`src/rtl/step_dir_decoder_xy.sv`:
```
// Two-axis step/dir receiver: tracks absolute X/Y positions and reports per-move step counts.
// Optional sticky range checking is built when STEP_DIR_DECODER_LIMITS_EN is defined.
module step_dir_decoder_xy #(
    parameter int unsigned POS_BITS     = 16,
    parameter int unsigned COUNT_BITS_X = 8,
    parameter int unsigned COUNT_BITS_Y = 8,
    parameter int unsigned IDLE_TICKS   = 16
`ifdef STEP_DIR_DECODER_LIMITS_EN
    ,
    parameter int unsigned LIMIT_X = (2 ** (POS_BITS - 1)) - 1,
    parameter int unsigned LIMIT_Y = (2 ** (POS_BITS - 1)) - 1
`endif
) (
    input  logic                    clk,
    input  logic                    reset,
    input  logic                    clk_en,
    input  logic                    clear,
    input  logic                    in_x,
    input  logic                    dir_x,
    input  logic                    in_y,
    input  logic                    dir_y,
    output logic [POS_BITS-1:0]     pos_x,
    output logic [POS_BITS-1:0]     pos_y,
    output logic [COUNT_BITS_X-1:0] move_steps_x,
    output logic [COUNT_BITS_Y-1:0] move_steps_y,
    output logic                    move_valid,
    output logic                    busy
`ifdef STEP_DIR_DECODER_LIMITS_EN
    ,
    output logic                    limit_err_x,
    output logic                    limit_err_y
`endif
);

    localparam int unsigned TimerBits = $clog2(IDLE_TICKS + 1);
    localparam logic [TimerBits-1:0] TimerEnd = TimerBits'(IDLE_TICKS);

    // Counts saturate symmetrically; the most negative code is never produced.
    localparam logic [COUNT_BITS_X-1:0] CntMaxX = {1'b0, {(COUNT_BITS_X - 1){1'b1}}};
    localparam logic [COUNT_BITS_X-1:0] CntMinX = ~CntMaxX + COUNT_BITS_X'(1);
    localparam logic [COUNT_BITS_Y-1:0] CntMaxY = {1'b0, {(COUNT_BITS_Y - 1){1'b1}}};
    localparam logic [COUNT_BITS_Y-1:0] CntMinY = ~CntMaxY + COUNT_BITS_Y'(1);

    typedef enum logic [1:0] {StIdle, StMoving, StReport} state_e;

    state_e                  state_q, state_d;
    logic [TimerBits-1:0]    timer_q, timer_d;
    logic                    prev_x_q, prev_y_q;
    logic [POS_BITS-1:0]     pos_x_q, pos_y_q, pos_x_nxt, pos_y_nxt;
    logic [COUNT_BITS_X-1:0] cnt_x_q, cnt_x_d, steps_x_q;
    logic [COUNT_BITS_Y-1:0] cnt_y_q, cnt_y_d, steps_y_q;
    logic                    step_x, step_y, any_step, report_now;

    assign step_x    = in_x & ~prev_x_q;
    assign step_y    = in_y & ~prev_y_q;
    assign any_step  = step_x | step_y;
    assign pos_x_nxt = dir_x ? pos_x_q - POS_BITS'(1) : pos_x_q + POS_BITS'(1);
    assign pos_y_nxt = dir_y ? pos_y_q - POS_BITS'(1) : pos_y_q + POS_BITS'(1);

    always_comb begin
        state_d    = state_q;
        timer_d    = timer_q;
        report_now = 1'b0;
        unique case (state_q)
            StIdle: begin
                if (any_step) begin
                    state_d = StMoving;
                    timer_d = '0;
                end
            end
            StMoving: begin
                // A step on the timeout cycle keeps the move alive.
                if (any_step) begin
                    timer_d = '0;
                end else if (clk_en) begin
                    timer_d = timer_q + TimerBits'(1);
                    if (timer_d == TimerEnd) begin
                        state_d    = StReport;
                        timer_d    = '0;
                        report_now = 1'b1;
                    end
                end
            end
            StReport: begin
                state_d = any_step ? StMoving : StIdle;
                timer_d = '0;
            end
            default: state_d = StIdle;
        endcase
    end

    always_comb begin
        cnt_x_d = cnt_x_q;
        cnt_y_d = cnt_y_q;
        if (report_now) begin
            cnt_x_d = '0;
            cnt_y_d = '0;
        end else begin
            if (step_x && !dir_x && cnt_x_q != CntMaxX) cnt_x_d = cnt_x_q + COUNT_BITS_X'(1);
            if (step_x && dir_x && cnt_x_q != CntMinX)  cnt_x_d = cnt_x_q - COUNT_BITS_X'(1);
            if (step_y && !dir_y && cnt_y_q != CntMaxY) cnt_y_d = cnt_y_q + COUNT_BITS_Y'(1);
            if (step_y && dir_y && cnt_y_q != CntMinY)  cnt_y_d = cnt_y_q - COUNT_BITS_Y'(1);
        end
    end

    always_ff @(posedge clk) begin
        if (reset) begin
            prev_x_q <= in_x;
            prev_y_q <= in_y;
        end else begin
            prev_x_q <= in_x;
            prev_y_q <= in_y;
        end
    end

    always_ff @(posedge clk) begin
        if (reset || clear) begin
            state_q   <= StIdle;
            timer_q   <= '0;
            pos_x_q   <= '0;
            pos_y_q   <= '0;
            cnt_x_q   <= '0;
            cnt_y_q   <= '0;
            steps_x_q <= '0;
            steps_y_q <= '0;
        end else begin
            state_q <= state_d;
            timer_q <= timer_d;
            cnt_x_q <= cnt_x_d;
            cnt_y_q <= cnt_y_d;
            if (step_x) pos_x_q <= pos_x_nxt;
            if (step_y) pos_y_q <= pos_y_nxt;
            if (report_now) begin
                steps_x_q <= cnt_x_q;
                steps_y_q <= cnt_y_q;
            end
        end
    end

`ifdef STEP_DIR_DECODER_LIMITS_EN
    localparam logic [POS_BITS-1:0] LimX = POS_BITS'(LIMIT_X);
    localparam logic [POS_BITS-1:0] LimY = POS_BITS'(LIMIT_Y);

    logic lim_x_q, lim_y_q;

    always_ff @(posedge clk) begin
        if (reset || clear) begin
            lim_x_q <= 1'b0;
            lim_y_q <= 1'b0;
        end else begin
            // Negative positions show up as a set sign bit.
            if (step_x && (pos_x_nxt[POS_BITS-1] || pos_x_nxt > LimX)) lim_x_q <= 1'b1;
            if (step_y && (pos_y_nxt[POS_BITS-1] || pos_y_nxt > LimY)) lim_y_q <= 1'b1;
        end
    end

    assign limit_err_x = lim_x_q;
    assign limit_err_y = lim_y_q;
`endif

    assign pos_x        = pos_x_q;
    assign pos_y        = pos_y_q;
    assign move_steps_x = steps_x_q;
    assign move_steps_y = steps_y_q;
    assign move_valid   = (state_q == StReport);
    assign busy         = (state_q == StMoving);

endmodule
```
`config.mk`:
```
export PLATFORM = sky130hd
export DESIGN_NAME = step_dir_decoder_xy
export DESIGN_NICKNAME = d
export VERILOG_FILES = /design/src/rtl/step_dir_decoder_xy.sv
export SDC_FILE = /design/constraint.sdc
export NUM_CORES = 1
export LEC_CHECK = 0
export ABC_CLOCK_PERIOD_IN_PS = 2800
export BUFFER_PORTS_ARGS = -buffer_cell sky130_fd_sc_hd__buf_2
export CAP_MARGIN = 40
export CORE_MARGIN = 3
export CORE_UTILIZATION = 61
export CTS_BUF_LIST = sky130_fd_sc_hd__clkbuf_8
export CTS_CLUSTER_SIZE = 30
export DETAILED_ROUTE_END_ITERATION = 8
export PLACE_DENSITY = 0.88
export SYNTH_ARGS = -nofsm -noshare
export SYNTH_HDL_FRONTEND = slang
export SYNTH_SLANG_ARGS = --single-unit
export TNS_END_PERCENT = 30
```
`constraint.sdc`:
```
create_clock -name clk -period 2.8 [get_ports clk]
set_input_delay 0.14 -clock clk [delete_from_list [all_inputs] [get_ports clk]]
set_output_delay 0.14 -clock clk [all_outputs]
set_load 0.1 [all_outputs]
```
==> results_dict.tcl <==
set metrics [dict create \
    synth_seq_cells 73 \
    final_core_util_pct 73.3 \
    avgSynthCellArea_um2 8.30 \
    min_period_over_period_pct 92.7 \
    holdWs_ns 0.142 \
    endpoint "cnt_x_q[7]" \
    use_met2_pct 45.7 \
    synth_fp_nets 615 \
    finalMaxSlewViolations 0 \
    hp-start "clk_en" \
    cp_max_fo 5 \
    wl_per_cell_um 15.3 \
    drtIter0Drc 191 \
    fin_crit_ns 2.60 \
    switching_power_uw 727 \
    p_seq_share_pct 43.7 \
    hpwl_mm 7.78 \
    sw_frac_of_total_pct 29.5 \
    ys_seq_area_share_pct 31.3 \
    finalSetupViolCount 0 \
    vias 4365 \
    port_buffers 57 \
    required_ns 3.05 \
    worst_pin_slew_ns 0.649 \
    synth.largest_area_cell "dfxtp_1" \
    slew-limit-headroom_pct 56.8 \
    ant_nets 0 \
    numCtsBuffers 9 \
    finalClockSkew_ns 0.00935 \
    antenna_found_initial 0 \
    crit_start "cnt_x_q[3]" \
    yosysTopAreaCellShare_pct 31.3 \
    dieHeight_um 93.4 \
    grt.overflow.total 0 \
    drive_above_1_share_pct 16.7 \
    p_clk_share_pct 38.8 \
    hold_violations 0 \
    worst-r2r-setup-slack_ns 0.20 \
    syn_area_um2 4660 \
    crit_chain "nor4_1 -> a41o_1 -> nor2_2 -> ha_1 -> a21o_1 -> a211oi_1 -> o21ai_0 -> a41oi_1 -> xor2_1 -> nor2_1" \
    rsz0062_at_grt "false" \
    syn_to_final_growth_pct 15.2 \
    vias_per_cell 5.96 \
    num-nets-final 681 \
    start_util_pct 63.6 \
    synth_edf_count 0 \
    grtUsageMet1_pct 31.5 \
    p_leak_uw 0.00229 \
    crit_arrival_ns 2.85 \
    status "finished clean" \
    ff2ff_path_depth 10 \
    vdd_ir_drop_max_mv 0.317 \
    ys_types 71 \
    synth-async-reset-ratio_pct 0 \
    path_class "flip-flop to flip-flop" \
    drtPass1Iterations 5 \
    tns_ns 0 \
    globalRouteMet3Util_pct 4.75 \
    cap_violations 0 \
    end_kind "flip-flop" \
    cp_slowest_cell "dfxtp_1" \
    p_per_area_nw_per_um2 459 \
    synth_cells 562 \
    antenna_cells 0 \
    cts-root-buf "clkbuf_8" \
    clock_latency_ns 0.36 \
    cts_tree "built" \
    hold_depth 4 \
    fmaxAchievable_mhz 385 \
    die_area_um2 8730 \
    routed_wl_mm 11.2 \
    gp_congestion 0.937 \
    ys_warn_count 0 \
    reg2reg_to "cnt_x_q[7]" \
    clk_pin_slew_ns 0.08 \
    yosys-top-cells-area "dfxtp_1 (31%), ha_1 (11%), a21oi_1 (5.5%)" \
    p_int_uw 1740 \
    r2r-start "cnt_x_q[3]" \
    busiest_layer "met2" \
    hp-class "input pin to flip-flop" \
    critPathLaunchType "flip-flop" \
    combPwrFrac_pct 17.5 \
    drc 0 \
    die_w_um 93.4 \
    grt_pass1_vias 4308 \
    cts_buffer_depth 2 \
    grt_max_degree 33 \
    pin_count 58 \
    ys.flop_type "dfxtp_1" \
    cts_sinks 73 \
    h-tree-depth 3 \
    fp.coreArea_um2 7330 \
    cpPeakStageDelay_ns 0.35 \
    p_total_uw 2460 \
    track_usage_pct 26.8 \
    fp-row-count 31 \
    grt_pass1_wl_mm 19.0 \
]
## synth_stat cells, types with 3 or more instances
cell and n:
a22o_1 4, mux2i_1 22, a211oi_1 12, nor2_1 66, a21boi_1 3, a31oi_1 6
o21a_1 8, buf_1 3, nor4_1 4, nor3_1 8, ha_1 41, and2_1 3
xor2_1 10, a21oi_1 51, dfxtp_1 73, inv_1 21, nor2b_1 9, or4_1 3
fa_1 4, nand4_1 5, nand3_1 13, a21oi_2 3, o211ai_1 5, nand4b_1 3
xnor2_1 19, nand2_1 62, o21bai_1 3, clkbuf_1 9, nand2b_1 7, o21ai_1 5
a21o_1 11, o21ai_0 20
## how the worst min path moves through the flow
stage                     slack [ns]          to
after floorplan                 0.17    prev_x_q
after global placement          0.27    prev_y_q
after detailed placement        0.27    prev_x_q
after CTS                       0.13  state_q[0]
after global routing            0.15  state_q[1]
final                           0.14  state_q[0]
## routing by layer
layer | vias up | share of wire (%)
li1 | 2156 | -
met1 | 2040 | 43
met2 | 133 | 49
met3 | 36 | 4.9
met4 | 0 | 3.3
met5 | - | 0
## flip-flops by register name (all words and copies together), names as in the netlist
register      count
pos_x            16
move_steps_y      8
state_q           2
pos_y            16
timer_q           5
prev_x_q          1
cnt_y_q           8
cnt_x_q           8
move_steps_x      8
prev_y_q          1
## cells by family after synthesis
| family | Yosys count | synth area share [%] |
|---|---|---|
| compound gates | 151 | 21.4 |
| xor+xnor | 29 | 5.45 |
| fa+ha+maj | 45 | 12.7 |
| buf+inv | 37 | 3.19 |
| flops | 73 | 31.3 |
| mux | 23 | 4.96 |
| simple gates | 204 | 20.9 |
## layout by cell type, fill, tap and decap left out, types with 5 or more instances in the layout
| cell type | netlist | layout |
|---|---|---|
| dfxtp_1 | 73 | 73 |
| nand4_1 | 5 | 5 |
| a21o_1 | 11 | 11 |
| nand3_1 | 13 | 13 |
| o211ai_1 | 5 | 5 |
| nor2_1 | 66 | 65 |
| nand2b_1 | 7 | 7 |
| ha_1 | 41 | 40 |
| xnor2_1 | 19 | 19 |
| a31oi_1 | 6 | 6 |
| nand2_1 | 62 | 62 |
| o21ai_0 | 20 | 20 |
| nor3_1 | 8 | 8 |
| nor2b_1 | 9 | 8 |
| buf_2 | 2 | 57 |
| inv_1 | 21 | 21 |
| a211oi_1 | 12 | 12 |
| o21ai_1 | 5 | 5 |
| o21a_1 | 8 | 8 |
| clkbuf_8 | 0 | 11 |
| a21oi_1 | 51 | 51 |
| xor2_1 | 10 | 10 |
| buf_4 | 0 | 11 |
| mux2i_1 | 22 | 22 |
## area by class of cell
class | instances | area, µm²
sequential | 73 | 1460
multi-input combinational | 452 | 3090
timing repair buffer | 70 | 388
clock inverter | 5 | 78.8
clock buffer | 11 | 151
tap | 99 | 124
fill | 516 | 1960
inverter | 22 | 82.6
## through the flow
stage	instances	cell area [µm²]	setup slack [ns]
2_1_floorplan	562	4670	-0.0806
3_3_place_gp	714	5090	0.159
3_5_place_dp	714	5090	0.0765
4_1_cts	732	5340	0.0385
5_1_grt	732	5370	0.00159
6_report	732	5370	0.204
## timing repair
| action | CTS | global route |
|---|---|---|
| resized for setup | 0 | 5 |
| hold buffers | 2 | 0 |
| setup endpoints to repair | 0 | 4 |
| hold endpoints to repair | 2 | 0 |
| buffers inserted | 0 | 0 |
## power groups by stage
| stage | Combinational [µW] | Clock [µW] | Sequential (µW) |
|---|---|---|---|
| detailed placement | 419 | 0 | 1100 |
| finish | 430 | 956 | 1080 |
| CTS | 426 | 962 | 1080 |
| global placement | 405 | 0 | 1100 |
| global route | 465 | 1000 | 1080 |
| floorplan | 236 | 0 | 1190 |
## worst max-delay path, delay by kind of cell, from the launching register on
family,cells,cell delay (ns)
flip-flops,1,0.35
XOR/XNOR,1,0.16
AO/OA/AOI/OAI,5,1.29
AND/OR/NAND/NOR,3,0.42
adder cells (fa/ha/maj),1,0.27
Note: power is estimated with default switching activity, not from simulation.
